`src/rtl/muldiv_unit_if.sv`:
```
// Request/response bundle for the iterative multiply/divide unit.
// The master drives requests and operands; the slave returns status and the HI/LO registers.
interface muldiv_unit_if #(
  parameter int WIDTH = 32
);
  logic             Start;
  logic [3:0]       Op;
  logic [WIDTH-1:0] A;
  logic [WIDTH-1:0] B;
  logic             Flush;
  logic             Busy;
  logic             Done;
  logic             DivByZero;
  logic [WIDTH-1:0] Hi;
  logic [WIDTH-1:0] Lo;

  modport master (
    output Start, Op, A, B, Flush,
    input  Busy, Done, DivByZero, Hi, Lo
  );

  modport slave (
    input  Start, Op, A, B, Flush,
    output Busy, Done, DivByZero, Hi, Lo
  );
endinterface

```
`src/rtl/muldiv_unit.sv`:
```
// Iterative MIPS-style HI/LO multiply/divide unit: WIDTH-cycle shift-add multiply or
// restoring divide on operand magnitudes, then a single sign-fix/accumulate cycle.
module muldiv_unit #(
  parameter int WIDTH = 32
) (
  input  logic         Clock,
  input  logic         nReset,
  muldiv_unit_if.slave bus
);

  localparam int CW = (WIDTH > 1) ? $clog2(WIDTH) : 1;

  typedef enum logic [1:0] {IDLE, RUN, FIX, DONE} state_t;

  state_t             state;
  logic [CW-1:0]      cnt;
  logic [2:0]         op_q;
  logic [WIDTH-1:0]   a_q;
  logic [WIDTH-1:0]   b_q;
  logic [WIDTH-1:0]   opnd;
  logic [2*WIDTH-1:0] prod;
  logic [WIDTH-1:0]   hi_q;
  logic [WIDTH-1:0]   lo_q;
  logic               busy_q;
  logic               done_q;
  logic               dbz_q;

  assign bus.Busy      = busy_q;
  assign bus.Done      = done_q;
  assign bus.DivByZero = dbz_q;
  assign bus.Hi        = hi_q;
  assign bus.Lo        = lo_q;

  // Operand magnitudes at issue; Op[0]=0 marks the signed variants.
  logic             in_signed;
  logic [WIDTH-1:0] mag_a;
  logic [WIDTH-1:0] mag_b;

  always_comb begin
    in_signed = ~bus.Op[0];
    mag_a     = (in_signed && bus.A[WIDTH-1]) ? -bus.A : bus.A;
    mag_b     = (in_signed && bus.B[WIDTH-1]) ? -bus.B : bus.B;
  end

  // prod holds {upper, lower}: product accumulator with multiplier in the low half,
  // or {remainder, quotient-with-remaining-dividend-bits} for division.
  logic               is_div_q;
  logic               signed_q;
  logic [WIDTH:0]     add_sum;
  logic [WIDTH:0]     shifted;
  logic [WIDTH:0]     diff;
  logic [2*WIDTH-1:0] prod_nxt;

  always_comb begin
    is_div_q = (op_q[2:1] == 2'b01);
    signed_q = ~op_q[0];
    add_sum  = {1'b0, prod[2*WIDTH-1:WIDTH]} + (prod[0] ? {1'b0, opnd} : '0);
    shifted  = {prod[2*WIDTH-1:WIDTH], prod[WIDTH-1]};
    diff     = shifted - {1'b0, opnd};
    prod_nxt = {add_sum, prod[WIDTH-1:1]};
    if (is_div_q) begin
      // A borrow out of the trial subtraction means the divisor did not fit.
      if (!diff[WIDTH]) prod_nxt = {diff[WIDTH-1:0], prod[WIDTH-2:0], 1'b1};
      else              prod_nxt = {shifted[WIDTH-1:0], prod[WIDTH-2:0], 1'b0};
    end
  end

  logic [2*WIDTH-1:0] prod_s;
  logic [2*WIDTH-1:0] acc_res;
  logic [WIDTH-1:0]   q_s;
  logic [WIDTH-1:0]   r_s;
  logic [WIDTH-1:0]   hi_nxt;
  logic [WIDTH-1:0]   lo_nxt;

  always_comb begin
    prod_s  = (signed_q && (a_q[WIDTH-1] ^ b_q[WIDTH-1])) ? -prod : prod;
    q_s     = (signed_q && (a_q[WIDTH-1] ^ b_q[WIDTH-1])) ? -prod[WIDTH-1:0] : prod[WIDTH-1:0];
    r_s     = (signed_q && a_q[WIDTH-1]) ? -prod[2*WIDTH-1:WIDTH] : prod[2*WIDTH-1:WIDTH];
    acc_res = op_q[1] ? ({hi_q, lo_q} - prod_s) : ({hi_q, lo_q} + prod_s);
    if (is_div_q) begin
      if (b_q == '0) begin
        hi_nxt = a_q;
        lo_nxt = '1;
      end else begin
        hi_nxt = r_s;
        lo_nxt = q_s;
      end
    end else if (op_q[2]) begin
      {hi_nxt, lo_nxt} = acc_res;
    end else begin
      {hi_nxt, lo_nxt} = prod_s;
    end
  end

  always_ff @(posedge Clock or negedge nReset) begin
    if (!nReset) begin
      state  <= IDLE;
      cnt    <= '0;
      op_q   <= '0;
      a_q    <= '0;
      b_q    <= '0;
      opnd   <= '0;
      prod   <= '0;
      hi_q   <= '0;
      lo_q   <= '0;
      busy_q <= 1'b0;
      done_q <= 1'b0;
      dbz_q  <= 1'b0;
    end else begin
      done_q <= 1'b0;
      dbz_q  <= 1'b0;
      if (bus.Flush) begin
        state  <= IDLE;
        cnt    <= '0;
        busy_q <= 1'b0;
      end else begin
        case (state)
          IDLE, DONE: begin
            state  <= IDLE;
            busy_q <= 1'b0;
            if (bus.Start) begin
              if (!bus.Op[3]) begin
                op_q   <= bus.Op[2:0];
                a_q    <= bus.A;
                b_q    <= bus.B;
                opnd   <= mag_b;
                prod   <= {{WIDTH{1'b0}}, mag_a};
                cnt    <= '0;
                state  <= RUN;
                busy_q <= 1'b1;
              end else if (bus.Op[3:1] == 3'b100) begin
                if (bus.Op[0]) lo_q <= bus.A;
                else           hi_q <= bus.A;
                done_q <= 1'b1;
              end
            end
          end
          RUN: begin
            prod <= prod_nxt;
            cnt  <= cnt + 1'b1;
            if (cnt == CW'(WIDTH - 1)) state <= FIX;
          end
          FIX: begin
            hi_q   <= hi_nxt;
            lo_q   <= lo_nxt;
            state  <= DONE;
            busy_q <= 1'b0;
            done_q <= 1'b1;
            dbz_q  <= is_div_q && (b_q == '0);
          end
          default: begin
            state  <= IDLE;
            busy_q <= 1'b0;
          end
        endcase
      end
    end
  end

endmodule

```
`src/flat_wrapper.sv`:
```
// flat-port wrapper written by rule: the top's interface ports become plain ports
module muldiv_unit_flat 
#(
  parameter int WIDTH = 32
)
  (Clock, nReset, bus_Start, bus_Op, bus_A, bus_B, bus_Flush, bus_Busy, bus_Done, bus_DivByZero, bus_Hi, bus_Lo);
  muldiv_unit_if #(.WIDTH(WIDTH)) bus_i ();
  input  logic Clock;
  input  logic nReset;
  input wire logic [$bits(bus_i.Start)-1:0] bus_Start;
  input wire logic [$bits(bus_i.Op)-1:0] bus_Op;
  input wire logic [$bits(bus_i.A)-1:0] bus_A;
  input wire logic [$bits(bus_i.B)-1:0] bus_B;
  input wire logic [$bits(bus_i.Flush)-1:0] bus_Flush;
  output wire logic [$bits(bus_i.Busy)-1:0] bus_Busy;
  output wire logic [$bits(bus_i.Done)-1:0] bus_Done;
  output wire logic [$bits(bus_i.DivByZero)-1:0] bus_DivByZero;
  output wire logic [$bits(bus_i.Hi)-1:0] bus_Hi;
  output wire logic [$bits(bus_i.Lo)-1:0] bus_Lo;
  assign bus_i.Start = bus_Start;
  assign bus_i.Op = bus_Op;
  assign bus_i.A = bus_A;
  assign bus_i.B = bus_B;
  assign bus_i.Flush = bus_Flush;
  assign bus_Busy = bus_i.Busy;
  assign bus_Done = bus_i.Done;
  assign bus_DivByZero = bus_i.DivByZero;
  assign bus_Hi = bus_i.Hi;
  assign bus_Lo = bus_i.Lo;
  muldiv_unit #(.WIDTH(WIDTH)) u_core (.Clock(Clock), .nReset(nReset), .bus(bus_i));
endmodule
```
`config.mk`:
```
export PLATFORM = sky130hd
export DESIGN_NAME = muldiv_unit_flat
export DESIGN_NICKNAME = d
export VERILOG_FILES = /design/src/rtl/muldiv_unit_if.sv /design/src/rtl/muldiv_unit.sv /design/src/flat_wrapper.sv
export SDC_FILE = /design/constraint.sdc
export NUM_CORES = 1
export LEC_CHECK = 0
export CORE_MARGIN = 4
export CORE_UTILIZATION = 56
export CTS_CLUSTER_DIAMETER = 80
export DETAILED_ROUTE_END_ITERATION = 8
export HOLD_SLACK_MARGIN = 0.02
export PLACE_DENSITY = 0.78
export SLEW_MARGIN = 10
export SYNTH_ARGS = -nofsm -noshare
export SYNTH_HDL_FRONTEND = slang
export SYNTH_SLANG_ARGS = --single-unit
```
`constraint.sdc`:
```
create_clock -name Clock -period 5.8 [get_ports Clock]
set_input_delay 0.87 -clock Clock [delete_from_list [all_inputs] [get_ports Clock]]
set_output_delay 0.87 -clock Clock [all_outputs]
set_load 0.005 [all_outputs]
```
==> out/metrics.cfg, run 1 <==
[sta]
worst_slew_pin_slew_ns=1.17
hold_viol_final=0
drv_slew=0
timing.setup.tns_ns=0
max_freq_mhz=175
setup_ws_ns=0.0705
layout_min_cycle_time_ns=5.73
finalSetupViolCount=0
relSlewSlack_pct=21.6
timing.final.crit_share_pct=98.8
skew_ns=0.0141

[detailed_routing]
vias=26100
route.detailed.drc=0
detail_route.wl_per_cell_um=23.5
drtIter0Drc=3242
dr.pass1.iters=6
routed_wirelength_um=93400
viasPerCell=6.55
antenna_left=0

[layout]
nFillCells=3669
drive_above_1_share_pct=15.8
nets=3579
final_core_util_pct=67.7
syn_to_final_growth_pct=19.3
stdcell_area_um2=29200

[grt]
grt_max_degree=115
grt_pass1_vias=24800
overflow=0
grtUsageTotal_pct=38.0
antenna_found_initial=2
grt_pass1_wl_um=143000

[worst_setup_path]
regToRegSetupSlack_ns=0.07
worstPathArrival_ns=6.22
required_ns=6.29
reg2regPathDepth=21
endpoint_kind=flip-flop
start_kind=flip-flop
crit_type=flip-flop to flip-flop
reg2reg_from=u_core.op_q[0]$_DFFE_PN0P_
r2r_end=u_core.bus.Hi[19]$_DFFE_PN0P_
path_max_fanout=15

[min_path]
hp-class=input port to asynchronous set/reset pin

[floorplan]
die_area_um2=47100
coreArea_um2=43100
row_count=76
die_w_um=217
fp.dieH_um=217
ios=139
start_util_pct=56.8

[clock_network]
clock-root-buffer=clkbuf_16
clkSinkCount=236
holdBufCountCts=0
cts.clk_slew.worst_paths_ns=0.06
cts_tree=built
cts_buffer_depth=3
clk_latency_ns=0.61
cts_buffers=31
htreeDepth=1

[placed_design]
dpl_worst_slack_ns=-0.0515
placed_cell_area_um2=27600
gp_congestion=1.09
dp_hpwl_um=71200
io_buffers=138

[status]
status=finished, final reports clean

[yosys]
synth_edf_count=0
synth_top_flop_cell=dfrtp_1
synth_seq_area_share_pct=24.1
synth_top_cell_by_area=dfrtp_1
synth.distinct_cells=111
postSynthAreaPerCell_um2=7.79
syn-num-nets=3350
synth_warnings=0
synthCells=3140
yosysMostFrequentCell=nand2_1
synth_area_leaders=dfrtp_1, ha_1, xnor2_1, a21oi_1, o21ai_0
synth.cell_area_um2=24500
yosysTopAreaCellShare_pct=24.1
async_flop_share_pct=100
ys_ff_latch=236
synth_common_cells=nand2_1, nor2_1, a21oi_1

[run]
drv_cap=0

metrics by stage:
stage	hold WS, ns	cells
2_1_floorplan	0.474	3140
3_5_place_dp	0.493	3900
4_1_cts	0.274	3956
3_3_place_gp	0.483	3900
6_report	0.222	3979
5_1_grt	0.279	3977
cell type report:
cell class / count / area, um^2 / area share (%)
multi-input combinational: 2604 / 17700 / 60.6
sequential: 236 / 5910 / 20.3
timing repair buffer: 409 / 3470 / 11.9
clock buffer: 41 / 863 / 2.96
tap: 585 / 732 / 2.51
clock inverter: 15 / 183 / 0.626
antenna: 2 / 5.00 / 0.0172
inverter: 87 / 327 / 1.12
cells by family (layout without fill, tap and decap cells):
family / count (synthesis) / after routing / share of synthesized area, %
buf+inv: 300 / 552 / 5.24
xor+xnor: 321 / 321 / 11.7
flops: 236 / 236 / 24.1
compound gates: 1009 / 1009 / 25.9
mux: 111 / 111 / 4.89
fa+ha+maj: 138 / 138 / 7.15
other cells: 0 / 2 / 0
simple gates: 1025 / 1025 / 20.9
worst max-delay path: stages (launching register included):
cell and delay (ns):
dfrtp_1 0.67, inv_1 0.27, nand2_2 0.20, buf_4 0.24
a31oi_1 0.08, xnor2_1 0.40, and3_4 0.27, buf_4 0.11
a31oi_1 0.10, xor2_1 0.17, ha_1 0.37, a21o_1 0.23
a2111oi_0 0.55, buf_4 0.22, a31oi_1 0.19, a21oi_1 0.33
o31a_1 0.28, o2111ai_1 0.19, nand2_1 0.14, xor2_1 0.17
a211oi_1 0.11, a211o_1 0.30
flip-flops by register name, indices dropped and copies added (netlist names):
name and flops:
u_core.bus.Busy 1, u_core.bus.Hi 32, u_core.bus.Lo 32, u_core.prod 64, u_core.b_q 31, u_core.opnd 32, u_core.op_q 3, u_core.bus.DivByZero 1
u_core.a_q 32, u_core.cnt 5, u_core.bus.Done 1, u_core.state 2
worst max-delay path by stage:
stage                                 from                            end  slack (ns)  cells after the start
3_5_place_dp   u_core.prod[24]$_DFFE_PN0P_  u_core.bus.Hi[31]$_DFFE_PN0P_       -0.05                     25
4_1_cts        u_core.prod[24]$_DFFE_PN0P_  u_core.bus.Hi[31]$_DFFE_PN0P_       0.005                     25
2_1_floorplan   u_core.prod[0]$_DFFE_PN0P_  u_core.bus.Hi[24]$_DFFE_PN0P_       -0.01                     27
3_3_place_gp   u_core.prod[24]$_DFFE_PN0P_  u_core.bus.Hi[25]$_DFFE_PN0P_       -0.03                     26
5_1_grt         u_core.prod[0]$_DFFE_PN0P_  u_core.bus.Hi[24]$_DFFE_PN0P_       -0.12                     27
6_report        u_core.op_q[0]$_DFFE_PN0P_  u_core.bus.Hi[19]$_DFFE_PN0P_        0.07                     21
cell usage in the layout, fill, tap and decap left out, drive strengths merged, types with 87 or more instances in the layout:
cell / n
nand2: 321
nor2: 315
o21ai: 273
buf: 272
a21oi: 271
dfrtp: 236
xnor2: 178
xor2: 143
clkdlybuf4s50: 137
ha: 135
a21o: 87
what timing repair did:
item | CTS | global route
setup endpoints to repair | 3 | 26
setup buffers | 0 | 21
resized for setup | 1 | 89
pin swaps | 0 | 51
routing by layer:
layer  track usage, %  routed length [um]
met2             58.2               40500
met1             50.2               37400
met5                0                  74
met3             9.44                9900
met4             18.6                5570
Power of run 1 is left out: the tool's default activity adds up to more than one toggle a clock period on the data nets, which glitch-free logic cannot reach.
==> run 2, diff against run 1 <==
--- a/config.mk
+++ b/config.mk
@@ -11,6 +11,7 @@
 export DETAILED_ROUTE_END_ITERATION = 8
 export HOLD_SLACK_MARGIN = 0.02
 export PLACE_DENSITY = 0.78
+export SKIP_CTS_REPAIR_TIMING = 1
 export SLEW_MARGIN = 10
 export SYNTH_ARGS = -nofsm -noshare
 export SYNTH_HDL_FRONTEND = slang
==> out/metrics.cfg, run 2 (same netlist as run 1, synthesis figures left out) <==
[worst_setup_path]
worstPathArrival_ns=6.16  ; was 6.22 ns
cp_slowest_cell=xnor2_2  ; was dfrtp_1
max_stage_delay_ns=0.53  ; was 0.67 ns
crit_type=flip-flop to flip-flop  ; unchanged
required_ns=6.27  ; was 6.29 ns
crit_family=compound AO/OA/AOI/OAI gates  ; unchanged
crit_buf_inv=2  ; was 4
regToRegSetupSlack_ns=0.11  ; was 0.07 ns
start_kind=flip-flop  ; unchanged
path_max_fanout=9  ; was 15
worstPathCellList=xnor2_2 > nor2_4 > or3_1 > a21oi_1 > nand4_2 > nor4b_4 > buf_4 > a31oi_1 > xnor2_2 > ha_2 > a21oi_1 > a21boi_0 > o21ai_1 > a221oi_2 > nor2_2 > buf_4 > a41o_1 > nand2b_1 > mux2_2 > a211oi_1 > nor3_1  ; was inv_1 > nand2_2 > buf_4 > a31oi_1 > xnor2_1 > and3_4 > buf_4 > a31oi_1 > xor2_1 > ha_1 > a21o_1 > a2111oi_0 > buf_4 > a31oi_1 > a21oi_1 > o31a_1 > o2111ai_1 > nand2_1 > xor2_1 > a211oi_1 > a211o_1
path_depth=21  ; unchanged
endpoint_kind=flip-flop  ; unchanged
r2r_end=u_core.bus.Hi[8]$_DFFE_PN0P_  ; was u_core.bus.Hi[19]$_DFFE_PN0P_
reg2regPathDepth=21  ; unchanged
reg2reg_from=u_core.b_q[31]$_DFFE_PN0P_  ; was u_core.op_q[0]$_DFFE_PN0P_

[floorplan]
coreArea_um2=43100  ; unchanged
die_w_um=217  ; unchanged
row_count=76  ; unchanged
fp.dieH_um=217  ; unchanged
ios=139  ; unchanged
die_area_um2=47100  ; unchanged
start_util_pct=56.8  ; unchanged

[layout]
syn_to_final_growth_pct=19.2  ; was 19.3%
final_common_cell=nand2_1  ; unchanged
layout_common_cells=nand2_1, nor2_1, buf_4, a21oi_1, o21ai_0  ; unchanged
nFillCells=3669  ; unchanged
final_core_util_pct=67.6  ; was 67.7%
nets=3578  ; was 3579
largest_reg_flops=64  ; unchanged
drive_above_1_share_pct=15.7  ; was 15.8%
max_flop_register=u_core.prod  ; unchanged
stdcell_area_um2=29100  ; was 29200 um^2

[sta]
relSlewSlack_pct=21.6  ; about the same
finalSetupViolCount=0  ; unchanged
skew_ns=0.0145  ; was 0.0141 ns
layout_min_cycle_time_ns=5.69  ; was 5.73 ns
worst_slew_pin_slew_ns=1.17  ; about the same
hold_viol_final=0  ; unchanged
rsz0062_at_grt=true
drv_slew=0  ; unchanged
max_freq_mhz=176  ; was 175 MHz
timing.final.crit_share_pct=98.1  ; was 98.8%
whs_ns=0.229  ; was 0.222 ns

[placed_design]
placed_cell_area_um2=27600  ; unchanged
io_buffers=138  ; unchanged
gp_congestion=1.09  ; unchanged
dp_hpwl_um=71200  ; unchanged

[detailed_routing]
drtIter0Drc=3143  ; was 3242
viasPerCell=6.54  ; was 6.55
antenna_left=0  ; unchanged
dr.pass1.iters=5  ; was 6
route.detailed.drc=0  ; unchanged
detail_route.wl_per_cell_um=23.5  ; about the same
routed_wirelength_um=93400  ; about the same
vias=26000  ; was 26100

[grt]
grt_max_degree=115  ; unchanged
grt_pass1_wl_um=143000  ; unchanged
antenna_found_initial=2  ; unchanged
overflow=0  ; unchanged
grt_pass1_vias=24800  ; unchanged
grtUsageTotal_pct=38.0  ; unchanged

[clock_network]
clkSinkCount=236  ; unchanged
cts.clk_slew.worst_paths_ns=0.06  ; about the same
clk_latency_ns=0.61  ; about the same
htreeDepth=1  ; unchanged
cts_buffer_depth=3  ; unchanged
cts_buffers=31  ; unchanged
cts_tree=built  ; unchanged
clock-root-buffer=clkbuf_16  ; unchanged

[run]
drv_cap=0  ; unchanged

[status]
status=finished, final reports clean  ; unchanged

[min_path]
hp-class=input port to asynchronous set/reset pin  ; unchanged

## run 2: changes by cell type in the layout (fill, tap and decap cells not counted), sizes merged
cell  delta
buf      -1
## run 2: worst register-to-register path, delay by kind of cell, from the launching register on
family                     cells  cell delay, ns
AOI/OAI and AO/OA              8            1.87
and+or+nand+nor                7            1.32
xor gates and xnor gates       2            0.79
DFF                            1            0.47
adders and majority gates      1            0.37
buffers and inverters          2            0.36
muxes                          1            0.34
## run 2: layer usage
layer | vias to the layer above | GRT usage (%) | wire length, um
met5 | - | 0 | 54
met4 | 4 | 18.6 | 5700
met3 | 337 | 9.44 | 10200
met2 | 1428 | 58.2 | 40400
met1 | 12400 | 50.2 | 37000
li1 | 11800 | - | -
## run 2: cell type report
type / instances / area (um^2) / share of cell area [%]
repair buffers: 408 / 3460 / 11.9
clock inverters: 15 / 183 / 0.627
flip-flops and latches: 236 / 5910 / 20.3
clock buffers: 41 / 863 / 2.96
inverters: 87 / 327 / 1.12
multi-input cells: 2604 / 17700 / 60.6
diodes: 2 / 5.00 / 0.0172
well taps: 585 / 732 / 2.51
## run 2: how the worst max path moves through the flow
stage / start / to / slack (ns)
2_1_floorplan: u_core.prod[0]$_DFFE_PN0P_ / u_core.bus.Hi[24]$_DFFE_PN0P_ / -0.01
3_3_place_gp: u_core.prod[24]$_DFFE_PN0P_ / u_core.bus.Hi[25]$_DFFE_PN0P_ / -0.03
3_5_place_dp: u_core.prod[24]$_DFFE_PN0P_ / u_core.bus.Hi[31]$_DFFE_PN0P_ / -0.05
4_1_cts: u_core.prod[24]$_DFFE_PN0P_ / u_core.bus.Hi[31]$_DFFE_PN0P_ / -0.08
5_1_grt: u_core.prod[0]$_DFFE_PN0P_ / u_core.bus.Hi[8]$_DFFE_PN0P_ / -0.12
6_report: u_core.b_q[31]$_DFFE_PN0P_ / u_core.bus.Hi[8]$_DFFE_PN0P_ / 0.11
## run 2: through the flow
stage | TNS (ns) | setup WS [ns] | cells
2_1_floorplan | -0.0111 | -0.0111 | 3140
4_1_cts | -0.220 | -0.0839 | 3956
5_1_grt | -0.607 | -0.119 | 3976
3_5_place_dp | -0.108 | -0.0515 | 3900
3_3_place_gp | -0.0485 | -0.0309 | 3900
6_report | 0 | 0.111 | 3978
Power of run 2 is left out for the same reason.
